<file path="src/rtl/instruction_decode.sv">
// -----------------------------------------------------------------------------
// instruction_decode
// Second stage of a 5-stage ARM pipeline. Decodes the fetched 32-bit word,
// reads the register file (written back from WB), checks the condition field
// against NZCV and drives the ID/EX pipeline register. It also presents
// combinational source indices for the hazard unit.
//
// Build option:
//   ID_NEGEDGE_WB_EN - register file writes on the falling clock edge and the
//                      same-cycle bypass is removed. The half-cycle
//                      write-before-read gives the same visible result.
//                      Undefined (default): rising-edge write plus bypass.
//
// Ports:
//   clk, rst           clock; asynchronous active-low reset
//   freeze, flush      stall bubble / kill the instruction in decode
//   pc_in, instruction PC+4 and instruction word from fetch
//   wb_en, wb_dest,
//   wb_value           register file writeback
//   status             NZCV flags
//   pc_out .. b_out    registered ID/EX fields
//   src1, src2,
//   two_src            combinational source indications (never gated)
// -----------------------------------------------------------------------------
module instruction_decode #(
    parameter int REG_COUNT = 15,
    parameter int DATA_W    = 32
) (
    input  logic              clk,
    input  logic              rst,
    input  logic              freeze,
    input  logic              flush,
    input  logic [DATA_W-1:0] pc_in,
    input  logic [31:0]       instruction,
    input  logic              wb_en,
    input  logic [3:0]        wb_dest,
    input  logic [DATA_W-1:0] wb_value,
    input  logic [3:0]        status,
    output logic [DATA_W-1:0] pc_out,
    output logic [DATA_W-1:0] val_rn,
    output logic [DATA_W-1:0] val_rm,
    output logic [3:0]        dest,
    output logic [11:0]       shift_operand,
    output logic              imm,
    output logic [23:0]       signed_imm_24,
    output logic [3:0]        exe_cmd,
    output logic              mem_r_en,
    output logic              mem_w_en,
    output logic              wb_en_out,
    output logic              s_out,
    output logic              b_out,
    output logic [3:0]        src1,
    output logic [3:0]        src2,
    output logic              two_src
);

    localparam logic [1:0] MODE_DP  = 2'b00;
    localparam logic [1:0] MODE_MEM = 2'b01;
    localparam logic [1:0] MODE_BR  = 2'b10;

    // ARM condition evaluation; 1111 is treated as never.
    function automatic logic cond_pass(input logic [3:0] cond, input logic [3:0] nzcv);
        logic n, z, c, v;
        logic ok;
        {n, z, c, v} = nzcv;
        case (cond)
            4'b0000: ok = z;
            4'b0001: ok = !z;
            4'b0010: ok = c;
            4'b0011: ok = !c;
            4'b0100: ok = n;
            4'b0101: ok = !n;
            4'b0110: ok = v;
            4'b0111: ok = !v;
            4'b1000: ok = c && !z;
            4'b1001: ok = !c || z;
            4'b1010: ok = (n == v);
            4'b1011: ok = (n != v);
            4'b1100: ok = !z && (n == v);
            4'b1101: ok = z || (n != v);
            4'b1110: ok = 1'b1;
            default: ok = 1'b0;
        endcase
        return ok;
    endfunction

    logic [DATA_W-1:0] regs_r [REG_COUNT];

    logic [1:0] mode_s;
    logic [3:0] opcode_s;
    logic       s_bit_s;
    logic [3:0] rn_s;
    logic [3:0] rd_s;
    logic [3:0] rm_s;
    logic       is_str_s;
    logic       cond_ok_s;
    logic       wb_ok_s;

    logic [3:0] cmd_raw_s;
    logic       mr_raw_s;
    logic       mw_raw_s;
    logic       wb_raw_s;
    logic       s_raw_s;
    logic       b_raw_s;

    logic [DATA_W-1:0] rn_val_s;
    logic [DATA_W-1:0] rm_val_s;

    assign mode_s    = instruction[27:26];
    assign opcode_s  = instruction[24:21];
    assign s_bit_s   = instruction[20];
    assign rn_s      = instruction[19:16];
    assign rd_s      = instruction[15:12];
    assign rm_s      = instruction[3:0];
    assign is_str_s  = (mode_s == MODE_MEM) && !s_bit_s;
    assign cond_ok_s = cond_pass(instruction[31:28], status);

    // Writes to R15 (or beyond the stored registers) are dropped.
    assign wb_ok_s   = wb_en && (int'(wb_dest) < REG_COUNT);

    // Hazard-unit indications are raw decode, independent of stall/flush/cond.
    assign src1    = rn_s;
    assign src2    = is_str_s ? rd_s : rm_s;
    assign two_src = !instruction[25] || is_str_s;

    // Opcode/mode decode into raw control signals (before the condition gate).
    always_comb begin
        cmd_raw_s = 4'b0000;
        mr_raw_s  = 1'b0;
        mw_raw_s  = 1'b0;
        wb_raw_s  = 1'b0;
        s_raw_s   = 1'b0;
        b_raw_s   = 1'b0;
        case (mode_s)
            MODE_DP: begin
                case (opcode_s)
                    4'b1101: begin cmd_raw_s = 4'b0001; wb_raw_s = 1'b1; s_raw_s = s_bit_s; end
                    4'b1111: begin cmd_raw_s = 4'b1001; wb_raw_s = 1'b1; s_raw_s = s_bit_s; end
                    4'b0100: begin cmd_raw_s = 4'b0010; wb_raw_s = 1'b1; s_raw_s = s_bit_s; end
                    4'b0101: begin cmd_raw_s = 4'b0011; wb_raw_s = 1'b1; s_raw_s = s_bit_s; end
                    4'b0010: begin cmd_raw_s = 4'b0100; wb_raw_s = 1'b1; s_raw_s = s_bit_s; end
                    4'b0110: begin cmd_raw_s = 4'b0101; wb_raw_s = 1'b1; s_raw_s = s_bit_s; end
                    4'b0000: begin cmd_raw_s = 4'b0110; wb_raw_s = 1'b1; s_raw_s = s_bit_s; end
                    4'b1100: begin cmd_raw_s = 4'b0111; wb_raw_s = 1'b1; s_raw_s = s_bit_s; end
                    4'b0001: begin cmd_raw_s = 4'b1000; wb_raw_s = 1'b1; s_raw_s = s_bit_s; end
                    4'b1010: begin cmd_raw_s = 4'b0100; s_raw_s = s_bit_s; end
                    4'b1000: begin cmd_raw_s = 4'b0110; s_raw_s = s_bit_s; end
                    default: begin cmd_raw_s = 4'b0000; end
                endcase
            end
            MODE_MEM: begin
                cmd_raw_s = 4'b0010;
                if (s_bit_s) begin
                    mr_raw_s = 1'b1;
                    wb_raw_s = 1'b1;
                end else begin
                    mw_raw_s = 1'b1;
                end
            end
            MODE_BR: begin
                b_raw_s = 1'b1;
            end
            default: begin
                b_raw_s = 1'b0;
            end
        endcase
    end

`ifdef ID_NEGEDGE_WB_EN
    // Register file write on the falling edge; reads later in the cycle see it.
    always_ff @(negedge clk or negedge rst) begin
        if (!rst) begin
            for (int i = 0; i < REG_COUNT; i++) regs_r[i] <= '0;
        end else if (wb_ok_s) begin
            regs_r[wb_dest] <= wb_value;
        end
    end

    // Register read ports; R15 reads return the fetch PC.
    always_comb begin
        rn_val_s = '0;
        rm_val_s = '0;
        if (rn_s == 4'd15) rn_val_s = pc_in;
        else               rn_val_s = regs_r[rn_s];
        if (src2 == 4'd15) rm_val_s = pc_in;
        else               rm_val_s = regs_r[src2];
    end
`else
    // Register file write on the rising edge.
    always_ff @(posedge clk or negedge rst) begin
        if (!rst) begin
            for (int i = 0; i < REG_COUNT; i++) regs_r[i] <= '0;
        end else if (wb_ok_s) begin
            regs_r[wb_dest] <= wb_value;
        end
    end

    // Register read ports with same-cycle WB bypass; R15 reads return the fetch PC.
    always_comb begin
        rn_val_s = '0;
        rm_val_s = '0;
        if (rn_s == 4'd15)                      rn_val_s = pc_in;
        else if (wb_ok_s && (wb_dest == rn_s))  rn_val_s = wb_value;
        else                                    rn_val_s = regs_r[rn_s];
        if (src2 == 4'd15)                      rm_val_s = pc_in;
        else if (wb_ok_s && (wb_dest == src2))  rm_val_s = wb_value;
        else                                    rm_val_s = regs_r[src2];
    end
`endif

    // ID/EX pipeline register: flush clears everything, freeze clears controls only.
    always_ff @(posedge clk or negedge rst) begin
        if (!rst) begin
            pc_out        <= '0;
            val_rn        <= '0;
            val_rm        <= '0;
            dest          <= 4'b0000;
            shift_operand <= 12'h000;
            imm           <= 1'b0;
            signed_imm_24 <= 24'h000000;
            exe_cmd       <= 4'b0000;
            mem_r_en      <= 1'b0;
            mem_w_en      <= 1'b0;
            wb_en_out     <= 1'b0;
            s_out         <= 1'b0;
            b_out         <= 1'b0;
        end else if (flush) begin
            pc_out        <= '0;
            val_rn        <= '0;
            val_rm        <= '0;
            dest          <= 4'b0000;
            shift_operand <= 12'h000;
            imm           <= 1'b0;
            signed_imm_24 <= 24'h000000;
            exe_cmd       <= 4'b0000;
            mem_r_en      <= 1'b0;
            mem_w_en      <= 1'b0;
            wb_en_out     <= 1'b0;
            s_out         <= 1'b0;
            b_out         <= 1'b0;
        end else begin
            pc_out        <= pc_in;
            val_rn        <= rn_val_s;
            val_rm        <= rm_val_s;
            dest          <= rd_s;
            shift_operand <= instruction[11:0];
            imm           <= instruction[25];
            signed_imm_24 <= instruction[23:0];
            if (freeze || !cond_ok_s) begin
                exe_cmd   <= 4'b0000;
                mem_r_en  <= 1'b0;
                mem_w_en  <= 1'b0;
                wb_en_out <= 1'b0;
                s_out     <= 1'b0;
                b_out     <= 1'b0;
            end else begin
                exe_cmd   <= cmd_raw_s;
                mem_r_en  <= mr_raw_s;
                mem_w_en  <= mw_raw_s;
                wb_en_out <= wb_raw_s;
                s_out     <= s_raw_s;
                b_out     <= b_raw_s;
            end
        end
    end

endmodule

</file>
<file path="config.mk">
export PLATFORM = sky130hd
export DESIGN_NAME = instruction_decode
export DESIGN_NICKNAME = d
export VERILOG_FILES = /design/src/rtl/instruction_decode.sv
export SDC_FILE = /design/constraint.sdc
export NUM_CORES = 1
export LEC_CHECK = 0
export BUFFER_PORTS_ARGS = -buffer_cell sky130_fd_sc_hd__buf_4
export CAP_MARGIN = 25
export CELL_PAD_IN_SITES_DETAIL_PLACEMENT = 1
export CELL_PAD_IN_SITES_GLOBAL_PLACEMENT = 1
export CORE_MARGIN = 5
export CORE_UTILIZATION = 35
export DETAILED_ROUTE_END_ITERATION = 12
export PLACE_DENSITY = 0.65
export REMOVE_ABC_BUFFERS = 1
export SKIP_LAST_GASP = 1
export SLEW_MARGIN = 25
export SYNTH_ARGS = -nofsm -noshare
export SYNTH_HDL_FRONTEND = slang
export SYNTH_SLANG_ARGS = --single-unit
</file>
<file path="constraint.sdc">
create_clock -name clk -period 2.5 [get_ports clk]
set_input_delay 0.125 -clock clk [delete_from_list [all_inputs] [get_ports clk]]
set_output_delay 0.125 -clock clk [all_outputs]
set_load 0.05 [all_outputs]
</file>
# --- Word level (Yosys, flattened, before mapping) ---
# Cells that the tools add are included.
word_totals:
  register_bits: 626
  in_bits: 109
  out_inout_bits: 155
  wordCells: 138
op_classes:
  magnitude_cmp: 5
  n_eq_ne: 32
  n_mux: 45
  bitwise: 3
  reduce_logical: 25
op_table:
  columns: ["cell", "n"]
  rows:
  - ["$bwmux 480", 1]
  - ["$mux 32", 12]
  - ["$bmux 32 s4", 2]
  - ["$demux 32 s4", 1]
  - ["$eq 4x4->1 const B", 14]
  - ["$pmux 4 s9", 1]
  - ["$eq 4x3->1 const B", 7]
  - ["$mux 24", 1]
  - ["$mux 1", 19]
  - ["$mux 4", 4]
  - ["$ge 5x5->1 const B", 3]
  - ["$not 4->5", 3]
  - ["$pmux 1 s15", 1]
  - ["$eq 4x2->1 const B", 3]
  - ["$mux 12", 1]
  - ["$reduce_or 11->1", 1]
  - ["$reduce_or 9->1", 1]
  - ["$eq 4x1->1 const B", 2]
  - ["$eq 4x4->1", 2]
  - ["$logic_not 4->1", 2]
  - ["$pmux 4 s2", 1]
  - ["$logic_and 1x1->1", 7]
  - ["$logic_not 1->1", 7]
  - ["$lt 5x1->1 const B", 1]
  - ["other kinds (9)", 13]

# --- Depth between registers and ports, before layout ---
# Gate-level depths: netlist of the first run.
logic_depth:
  word_depth: 10
  ltp_mapped: 11
  mapped_depth_nobuf: 8

# --- Least setup slack after synthesis of the first run ---
# OpenSTA, ideal clock, no wires.
synth_path:
  path_type: "input to register"
  from: "input instruction[26]"
  to: "register val_rm[0]"
  t_arrival_ns: 2.659
  required_ns: 2.365
  setup_slack_ns: -0.294
  stages: 11
  n_path_buf: 3
  cell_sequence: "buf_2 nor3b_4 mux2i_1 inv_1 xnor2_1 nand3_1 nor3_1 or3_1 clkbuf_1 buf_2 o22ai_1"
synth_via:
  elab_chain_cells: 10
  word_cells_on_any_way: 13
  cone_classes: "3 x eq/ne; 7 x mux; 1 x bitwise; 2 x reduce/logical"
synth_lines:
  columns: ["element", "line", "text"]
  rows:
  - ["start, declared", "34", "input logic [31:0] instruction,"]
  - ["$eq 2x1->1 (*)", "115", "assign is_str_s = (mode_s == MODE_MEM) && !s_bit_s;"]
  - ["$logic_and 1x1->1 (*)", "115", null]
  - ["$mux 4 (*)", "123", "assign src2 = is_str_s ? rd_s : rm_s;"]
  - ["named net src2[3]", "53", "output logic [3:0] src2,"]
  - ["$not 4->5 (implied by the code)", "207", "else rm_val_s = regs_r[src2];"]
  - ["$bmux 32 s4", "207", null]
  - ["$mux 32 (implied by the code) (2 in a row)", "207", null]
  - ["$mux 32", "206", "else if (wb_ok_s && (wb_dest == src2)) rm_val_s = wb_value;"]
  - ["$mux 32 (*)", "205", "if (src2 == 4'd15) rm_val_s = pc_in;"]
  - ["$mux 32 (*)", "227", "end else if (flush) begin"]
  - ["end signal, assigned", "244", "val_rm <= rm_val_s;"]
  - ["end, declared", "41", "output logic [DATA_W-1:0] val_rm,"]
# Mark *: on every way through the listed nets, which the timed path passes. The rest lies on a longest branch. The select of a mux whose other input is x is not followed.
# A chain may end at the register's enable or synchronous reset.

# --- Worst setup path after layout of the first run ---
layout_path:
  from: "input instruction[20]"
  to: "register val_rm[2]"
layout_via:
  elab_chain_cells: 10
  word_cells_on_any_way: 13
  cone_classes: "2 x eq/ne; 7 x mux; 1 x bitwise; 3 x reduce/logical"
layout_lines:
  columns: ["element", "line"]
  rows:
  - ["$logic_not 1->1 (*)", "115"]
  - ["$logic_and 1x1->1 (*)", "115"]
  - ["$mux 4 (*)", "123"]
  - ["$not 4->5 (implied by the code)", "207"]
  - ["$bmux 32 s4", "207"]
  - ["$mux 32 (implied by the code) (2 in a row)", "207"]
  - ["$mux 32", "206"]
  - ["$mux 32 (*)", "205"]
  - ["$mux 32 (*)", "227"]
# Mark *: on every way between the ends. The rest lies on a longest branch, timed or not. The select of a mux whose other input is x is not followed.

==> out/results.ini, run 1 <==
[status]
status = finished, final reports clean

[synth]
syn_area_um2 = 31100
synthTopCellsByCount = dfrtp_1, mux2_2, nand2_1
seq_area_frac_synth = 0.491
synth-edff-count = 0
syn-mean-instance-area_um2 = 12.1
ys_warn_count = 0
syn_inst = 2581
synth_most_common_cell = dfrtp_1
synth_top_cell_by_area = dfrtp_1
synthArstFlopShare = 1.00
synth_ff_type = dfrtp_1
synth_cell_types = 43
synth_area_leaders = dfrtp_1, mux2_2, mux4_2, nand2_1, clkbuf_1
synth_top_cell_area_share = 0.491
ys_ff_latch = 610

[grt]
use_met2 = 0.398
grt_pass1_vias = 26800
grt_max_degree = 105
grt_pass1_wl_um = 173000
grt_antenna_before_repair = 5
use_met1 = 0.314
top_usage_layer = met2
grt_usage = 0.237
gr-total-overflow = 0
globalRouteMet3Util = 0.0355

[cts]
clk_path_buf_depth = 3
postCtsSetupRepairBufs = 0
htreeDepth = 3
ctsResizeCount = 0
clk-insertion-delay-late_ps = 630
path_clk_slew_ps = 60
cts_tree = done
root_buffer = clkbuf_16
clock-sinks = 610
cts_hold_buf = 123
cts_buffers = 73

[layout]
finalNonFillerCells = 4170
syn_to_final_growth_pct = 26.3
multi_input_area_um2 = 14900
fin_util = 0.445
drive_gt1_frac = 0.418
seq_area_um2 = 15300
layout.nets = 3064
fillCellCount = 9129
design_area_um2 = 39300

[timing]
final.setup.tns_ps = 0
setup_violations = 0
worst_slew_pin_slew_ps = 1060
fmax_mhz = 429
maxSlewViolCount = 0
layout_min_cycle_time_ps = 2330
slew_headroom = 0.289
period_share = 0.932
skew_ps = 22.1
finalHoldViolations = 0
rsz0062_at_grt = false
holdWs_ps = 16.3

[min_path]
hold_depth = 6
hp-class = primary input to flip-flop
min_from = instruction[24]
holdPathEnd = exe_cmd[1]

[place]
dp_hpwl_um = 72800
gp_congestion = 0.815
place_inst = 3922
place_area_um2 = 35600
numPortBuffers = 263

[floorplan]
fp.dieH_um = 308
die-area_um2 = 94900
core_area_um2 = 88200
die_x_um = 308
initial_utilization = 0.352
io_pins = 264
rows = 109

[pwr]
share_seq_of_total_power = 0.419
p_comb_frac = 0.240
leakagePower_nw = 16.9
clockPowerShare = 0.341
swShare = 0.300
power_density_nw_per_um2 = 816
p_switching_mw = 9.63
p_int_mw = 22.4
ir_worst_vdd_uv = 460

[job]
cap_violations = 0

[setup_path]
cp.arrival_ps = 2800
r2r_slack_ps = 230
crit_slowest_cell = a221oi_1
cpLargestDelayFamily = compound AO/OA/AOI/OAI gates
crit_fanout = 10
critPathMaxStageDelay_ps = 520
crit_path_cell_trace = buf_4 -> nor3b_4 -> buf_12 -> buf_4 -> mux2i_4 -> nand2_2 -> buf_4 -> o22ai_1 -> nor3_1 -> a221oi_1 -> o22ai_1
cp.required_ps = 2970
path_class = primary input to flip-flop
rr_worst_depth = 6
worstReg2RegStart = regs_r[98]
cp-start-kind = primary input
cp-end-kind = flip-flop
worst_r2r_endpoint = val_rn[2]
crit_top_cell = buf_4
crit_buf_inv = 4

[routing]
drc = 0
wl_per_cell_um = 27.4
num_vias = 24200
viasPerCell = 5.79
drt_wl_total_um = 114000
detail-route-antenna-nets = 0
firstDrtPassIters = 5
drt_first_iter_violations = 1736

==> worst register-to-register path, delay by kind of cell, from the launching register on <==
kind / cells / cell delay (ps)
buffers and inverters: 1 / 570
AOI/OAI and AO/OA: 4 / 690
DFF: 1 / 400
muxes: 1 / 490
==> sequential cells by signal (all words and copies together) (netlist names), 4 cells and up <==
name / cells
pc_out: 32
exe_cmd: 4
regs_r: 480
signed_imm_24: 24
val_rm: 32
val_rn: 32
==> cell type report <==
type | instances | area share
flip-flops and latches | 610 | 0.388
clock inverters | 17 | 0.00646
diodes | 1 | 0.0000637
multi-input cells | 1695 | 0.378
inverters | 7 | 0.000828
repair buffers | 568 | 0.134
clock buffers | 107 | 0.0552
well taps | 1165 | 0.0371
==> power groups by stage <==
stage / sequential [mW] / combinational, mW / clock (mW)
floorplan: 13.7 / 4.25 / 0
global placement: 13.3 / 7.25 / 0
detailed placement: 13.5 / 7.51 / 0
CTS: 13.4 / 7.73 / 11.2
global route: 13.6 / 8.29 / 11.6
finish: 13.4 / 7.71 / 10.9
==> per-layer routing <==
layer,wire length [um],vias to the layer above
met2,56000,761
met4,3850,2
met5,13,-
met1,47900,12900
li1,-,10300
met3,6610,225
==> cell usage in the layout (no fill, tap or decap), drive strengths merged, types with 3 or more instances in the layout <==
master         n
xnor2         11
a221oi        64
nor2          16
nand2b         3
and3          65
o21ai         40
dfrtp        610
a31oi         64
clkbuf       108
clkinvlp       3
nor4           4
or3            6
bufinv         6
nand3          3
nand2        334
mux2         577
nor3          38
o211ai        93
buf          444
nand3b         5
a21oi         37
inv            8
a22oi         33
nor3b          3
mux2i         68
mux4          97
o22ai         65
clkinv         7
nor2b         60
dlygate4sd3  123
==> metrics by stage <==
stage,power (mW),setup WS [ps]
2_1_floorplan,17.9,-8710
3_3_place_gp,20.6,-398
3_5_place_dp,21.0,-394
4_1_cts,32.3,244
5_1_grt,33.5,69.2
6_report,32.1,170
==> worst max path at each step <==
| stage | endpoint | cells after the start | startpoint |
|---|---|---|---|
| 2_1_floorplan | val_rm[30] | 8 | instruction[20] |
| 3_3_place_gp | val_rm[2] | 11 | instruction[20] |
| 3_5_place_dp | val_rm[2] | 11 | instruction[20] |
| 4_1_cts | val_rm[11] | 10 | instruction[1] |
| 5_1_grt | val_rm[2] | 11 | instruction[20] |
| 6_report | val_rm[2] | 11 | instruction[20] |
==> kinds of logic after synthesis <==
group | after synthesis | share of synthesized area
AOI/OAI and AO/OA | 401 | 0.0881
xor gates and xnor gates | 12 | 0.00338
buffers and inverters | 276 | 0.0368
DFF | 610 | 0.491
muxes | 742 | 0.301
and+or+nand+nor | 540 | 0.0796
Power figures use the tool's default switching activity.
==> inputs of run 2 (changes only) <==
- CELL_PAD_IN_SITES_DETAIL_PLACEMENT: 1 -> unset
- CELL_PAD_IN_SITES_GLOBAL_PLACEMENT: 1 -> unset
- PLACE_DENSITY: 0.65 -> 0.55
==> run 2 against run 1 <==
Net effect: final cell count down 1.3%; die area unchanged; critical endpoint is now val_rm[30]; hold slack better by 34 ps; via count shrank 1.7%; combinational power down 3.4%; sequential power barely moved.
==> out/results.ini, run 2 (synthesized netlist as in run 1, its figures left out) <==
[timing]
layout_min_cycle_time_ps = 2160  ; -166 ps
rsz0062_at_grt = false
slew_headroom = 0.500  ; +0.210
setup_violations = 0  ; unchanged
worst_slew_pin_slew_ps = 750  ; -312 ps
final.setup.tns_ps = 0  ; unchanged
fmax_mhz = 462  ; +7.7%
skew_ps = 21.1  ; -0.972 ps
period_share = 0.866  ; -0.0663
maxSlewViolCount = 0  ; unchanged
finalHoldViolations = 0  ; unchanged

[grt]
grt_antenna_before_repair = 3  ; -2
grt_pass1_vias = 25100  ; -6.5%
use_met2 = 0.374  ; -0.0245
grt_max_degree = 84  ; -20%
grt_usage = 0.223  ; -0.0140
grt_pass1_wl_um = 162000  ; -6.0%
top_usage_layer = met2
use_met1 = 0.292  ; -0.0219
globalRouteMet3Util = 0.0343  ; -0.00117
gr-total-overflow = 0  ; unchanged

[pwr]
power_density_nw_per_um2 = 814  ; -0.31%
ir_worst_vdd_uv = 519  ; +13%
leakagePower_nw = 16.6  ; -2.0%

[cts]
ctsResizeCount = 0  ; unchanged
clock-sinks = 610  ; unchanged
path_clk_slew_ps = 60  ; about the same
clk-insertion-delay-late_ps = 610  ; -20 ps
clk_path_buf_depth = 3  ; unchanged
htreeDepth = 3  ; unchanged
cts_buffers = 72  ; -1.4%
cts_tree = done
root_buffer = clkbuf_16

[setup_path]
cpLargestDelayFamily = buffers and inverters
crit_fanout = 18  ; +8
cp-end-kind = flip-flop
cp.required_ps = 2970  ; about the same
path_class = primary input to flip-flop
crit_slowest_cell = dlygate4sd3_1
critPathMaxStageDelay_ps = 560  ; +40 ps
crit_top_cell = a221oi_1
cp.arrival_ps = 2630  ; -170 ps
cp-start-kind = primary input
crit_path_cell_trace = dlygate4sd3_1 -> buf_4 -> mux2i_4 -> inv_4 -> buf_12 -> mux2_2 -> a221oi_1 -> nor3_1 -> a221oi_1 -> o22ai_1
crit_buf_inv = 4  ; unchanged

[layout]
layout_common_cells = dfrtp_1, mux2_2, buf_4
final_common_cell = dfrtp_1
syn_to_final_growth_pct = 24.6
layout.nets = 3004  ; -2.0%
drive_gt1_frac = 0.414  ; -0.00455
top_register = regs_r
largest_register_ffs = 480  ; unchanged
fin_util = 0.439  ; -0.00632
finalNonFillerCells = 4117  ; -1.3%

[floorplan]
die-area_um2 = 94900  ; unchanged
fp.dieH_um = 308  ; unchanged
initial_utilization = 0.352  ; unchanged
die_x_um = 308  ; unchanged
io_pins = 264  ; unchanged
rows = 109  ; unchanged
core_area_um2 = 88200  ; unchanged

[job]
cap_violations = 0  ; unchanged

[routing]
viasPerCell = 5.77  ; -0.41%
detail-route-antenna-nets = 0  ; unchanged
drt_first_iter_violations = 1736  ; unchanged
num_vias = 23800  ; -1.7%
drt_wl_total_um = 108000  ; -5.7%
drc = 0  ; unchanged
firstDrtPassIters = 5  ; unchanged
wl_per_cell_um = 26.2  ; -4.5%

[place]
dp_hpwl_um = 65200  ; -10%
numPortBuffers = 263  ; unchanged
gp_congestion = 0.826  ; +1.4%
place_inst = 3887  ; -0.89%

[min_path]
hp-class = primary input to flip-flop

[status]
status = finished, final reports clean

run 2: cell count changes in the layout (fill, tap and decap cells not counted), sizes merged:
cell         previous run  this run
buf                   444       409
dlygate4sd3           123        99
clkbuf                108       113
inv                     8        12
clkinv                  7         5
clkinvlp                3         1
diode                   1         2
run 2: power breakdown:
part	internal [mW]	total (mW)	switching [mW]
sequential	11.9	13.4	1.48
clock	6.49	10.7	4.22
combinational	3.85	7.45	3.59
run 2: final timing paths:
path	cells past startpoint	endpoint	from	slack, ps
worst max-delay path	10	val_rm[30]	instruction[13]	340
min in group asynchronous	2	signed_imm_24[22]	rst	70
worst min-delay path	5	mem_w_en	instruction[28]	50
worst max register to register	6	val_rn[8]	regs_r[136]	440
worst min register to register	1	regs_r[124]	regs_r[124]	530
max in group asynchronous	3	regs_r[106]	rst	1490
run 2: layout make-up:
class                           count  area, um2
Antenna cell                        2       5.00
Clock buffer                      112       2130
Clock inverter                     17        256
Fill cell                        8032      49500
Inverter                            7       33.8
Multi-Input combinational cell   1695      14900
Sequential cell                   610      15300
Tap cell                         1165       1460
Timing Repair Buffer              509       4730
run 2: stage by stage:
| step | worst slack, ps | power, mW | hold slack (ps) | cell area, um2 |
|---|---|---|---|---|
| final | 336 | 31.5 | 50.0 | 38700 |
| after floorplan | -8710 | 17.9 | -171 | 30000 |
| after CTS | 355 | 31.8 | 4.31 | 38700 |
| after detailed placement | -199 | 20.8 | 132 | 35400 |
| after global routing | 203 | 33.0 | 63.7 | 38700 |
| after global placement | -137 | 20.4 | 116 | 35400 |
run 2: repair_timing:
action                                 in CTS  in global routing
setup buffers                               0                  0
hold buffers                               99                  0
setup endpoints to repair                   0                  0
endpoints found under the hold margin     964                  0
run 2: tightest hold or removal path, stage by stage:
cell and delay, ps:
buf_4 90, nand4_1 70, o2111ai_1 110, buf_4 170
nor2_1 50
run 2: routing by layer:
metal	part of all wire	vias up
met5	0.00010	-
met4	0.040	2
met3	0.065	257
met2	0.48	962
met1	0.41	12400
li1	-	10100
==> inputs of run 3 (changes only) <==
- CORE_ASPECT_RATIO: unset -> 1.1
==> run 3 against run 2 <==
Net effect: clock skew rose by 4.9 ps; total power rose by 1.3%; register-to-register slack got worse by 230 ps; combinational power barely moved; largest power group unchanged; first-iteration DRC count rose by 16%; flip-flop and latch count did not move; setup slack got worse by 120 ps; via count barely moved; fmax fell by 5.4%; critical endpoint is now val_rn[18].
==> out/results.ini, run 3 (synthesized netlist as in run 1, its figures left out) <==
[place]
gp_congestion = 0.828  ; +0.17%
dp_hpwl_um = 67400  ; +3.4%
numPortBuffers = 263  ; unchanged
place_inst = 3893  ; +0.15%

[cts]
postCtsSetupRepairBufs = 0  ; unchanged
root_buffer = clkbuf_16
cts_hold_buf = 102  ; +3.0%
htreeDepth = 3  ; unchanged
ctsResizeCount = 0  ; unchanged
clock-sinks = 610  ; unchanged
cts_buffers = 73  ; +1.4%
clk-insertion-delay-late_ps = 630  ; +20 ps
cts_tree = done
clk_path_buf_depth = 3  ; unchanged
path_clk_slew_ps = 60  ; about the same

[layout]
largest_register_ffs = 480  ; unchanged
finalNonFillerCells = 4125  ; +0.19%
drive_gt1_frac = 0.417  ; +0.00392
final_common_cell = dfrtp_1
layout.nets = 3019  ; +0.50%
fin_util = 0.442  ; +0.00271
layout_common_cells = dfrtp_1, mux2_2, buf_4
syn_to_final_growth_pct = 25.0
top_register = regs_r
fillCellCount = 7976  ; -0.70%

[timing]
rsz0062_at_grt = false
maxSlewViolCount = 0  ; unchanged
setup_violations = 0  ; unchanged
holdWs_ps = 52.3  ; +2.32 ps
slew_headroom = 0.471  ; -0.0288
finalHoldViolations = 0  ; unchanged
fmax_mhz = 437  ; -5.4%
worst_slew_pin_slew_ps = 790  ; +40.2 ps
final.setup.tns_ps = 0  ; unchanged
layout_min_cycle_time_ps = 2290  ; +124 ps
period_share = 0.915  ; +0.0496
skew_ps = 26.0  ; +4.89 ps

[routing]
drt_wl_total_um = 108000  ; -0.18%
num_vias = 23800  ; +0.076%
drc = 0  ; unchanged
firstDrtPassIters = 8  ; +3
viasPerCell = 5.76  ; -0.12%
wl_per_cell_um = 26.1  ; -0.37%
drt_first_iter_violations = 2012  ; +16%
detail-route-antenna-nets = 0  ; unchanged

[floorplan]
io_pins = 264  ; unchanged
fp.dieH_um = 323  ; +4.7%
die_x_um = 294  ; -4.5%
rows = 114  ; +4.6%
die-area_um2 = 94900  ; about the same
initial_utilization = 0.353  ; +0.000927
core_area_um2 = 88000  ; -0.26%

[setup_path]
cp-start-kind = flip-flop
r2r_slack_ps = 210  ; -230 ps
crit_top_cell = o211ai_1
crit_slowest_cell = dlygate4sd3_1
critPathMaxStageDelay_ps = 550  ; about the same
worstReg2RegStart = regs_r[146]
cp.arrival_ps = 2790  ; +160 ps
cp-end-kind = flip-flop
path_class = flip-flop to flip-flop
cpLargestDelayFamily = compound AO/OA/AOI/OAI gates
crit_buf_inv = 1  ; -3
crit_fanout = 3  ; -15
crit_path_cell_trace = mux4_2 -> o211ai_1 -> o211ai_1 -> o21ai_0 -> a21oi_1 -> dlygate4sd3_1
worst_r2r_endpoint = val_rn[18]
rr_worst_depth = 6  ; unchanged
cp.required_ps = 3000  ; +30 ps

[grt]
grt_antenna_before_repair = 6  ; +3
grt_max_degree = 72  ; -14%
grt_pass1_wl_um = 162000  ; -0.47%
grt_pass1_vias = 25000  ; -0.28%
grt_usage = 0.223  ; -0.000234
gr-total-overflow = 0  ; unchanged

[pwr]
ir_worst_vdd_uv = 462  ; -11%
power_density_nw_per_um2 = 821  ; +0.92%
power_mw = 31.9  ; +1.3%
leakagePower_nw = 16.7  ; +0.64%

[min_path]
min_from = instruction[28]
hp-class = primary input to flip-flop
holdPathEnd = mem_w_en
hold_depth = 5  ; unchanged

[job]
cap_violations = 0  ; unchanged

[status]
status = finished, final reports clean

[run 3: cell types whose count changed in the layout (fill, tap and decap cells not counted), moves of 4 or more]
cell	previous run	this run
clkbuf_8	17	9
inv_6	6	2
buf_4	355	370
clkbuf_1	23	16
buf_12	51	47
clkinv_2	5	11
[run 3: layer usage]
metal  vias up  global-route usage  share of wire
li1      10200                   -              -
met1     12400               0.287           0.41
met2       964               0.367           0.48
met3       266              0.0514          0.077
met4         8              0.0849          0.038
met5         -                   0        0.00043
[run 3: tightest hold or removal path, cell delays in order]
cell       delay, ps
buf_4            100
nand4_1           70
o2111ai_1        110
buf_4            170
nor2_1            50
[run 3: power by group]
part	internal, mW	switching, mW
clock network	6.73	4.35
logic	3.88	3.59
registers	11.9	1.50
total	22.5	9.43
[run 3: per-stage QoR]
step           worst slack (ps)  area [um2]
6_report                    212       38900
3_5_place_dp               -164       35400
3_3_place_gp               -134       35400
2_1_floorplan             -8710       30000
5_1_grt                    64.5       38900
4_1_cts                     218       38900
[run 3: worst max-delay path by stage]
stage	start	to	depth (start not counted)
after global routing	regs_r[146]	val_rn[18]	6
after CTS	regs_r[146]	val_rn[18]	6
after global placement	instruction[20]	val_rm[18]	12
after floorplan	instruction[20]	val_rm[30]	8
final	regs_r[146]	val_rn[18]	6
after detailed placement	instruction[20]	val_rm[28]	12
[run 3: layout make-up]
| class | count | area (um2) | area share |
|---|---|---|---|
| timing repair buffer | 523 | 4790 | 0.123 |
| tap | 1160 | 1450 | 0.0373 |
| antenna | 2 | 5.00 | 0.000129 |
| multi-input combinational | 1695 | 14900 | 0.382 |
| inverter | 7 | 33.8 | 0.000869 |
| clock buffer | 100 | 2070 | 0.0533 |
| sequential | 610 | 15300 | 0.393 |
| clock inverter | 28 | 398 | 0.0102 |
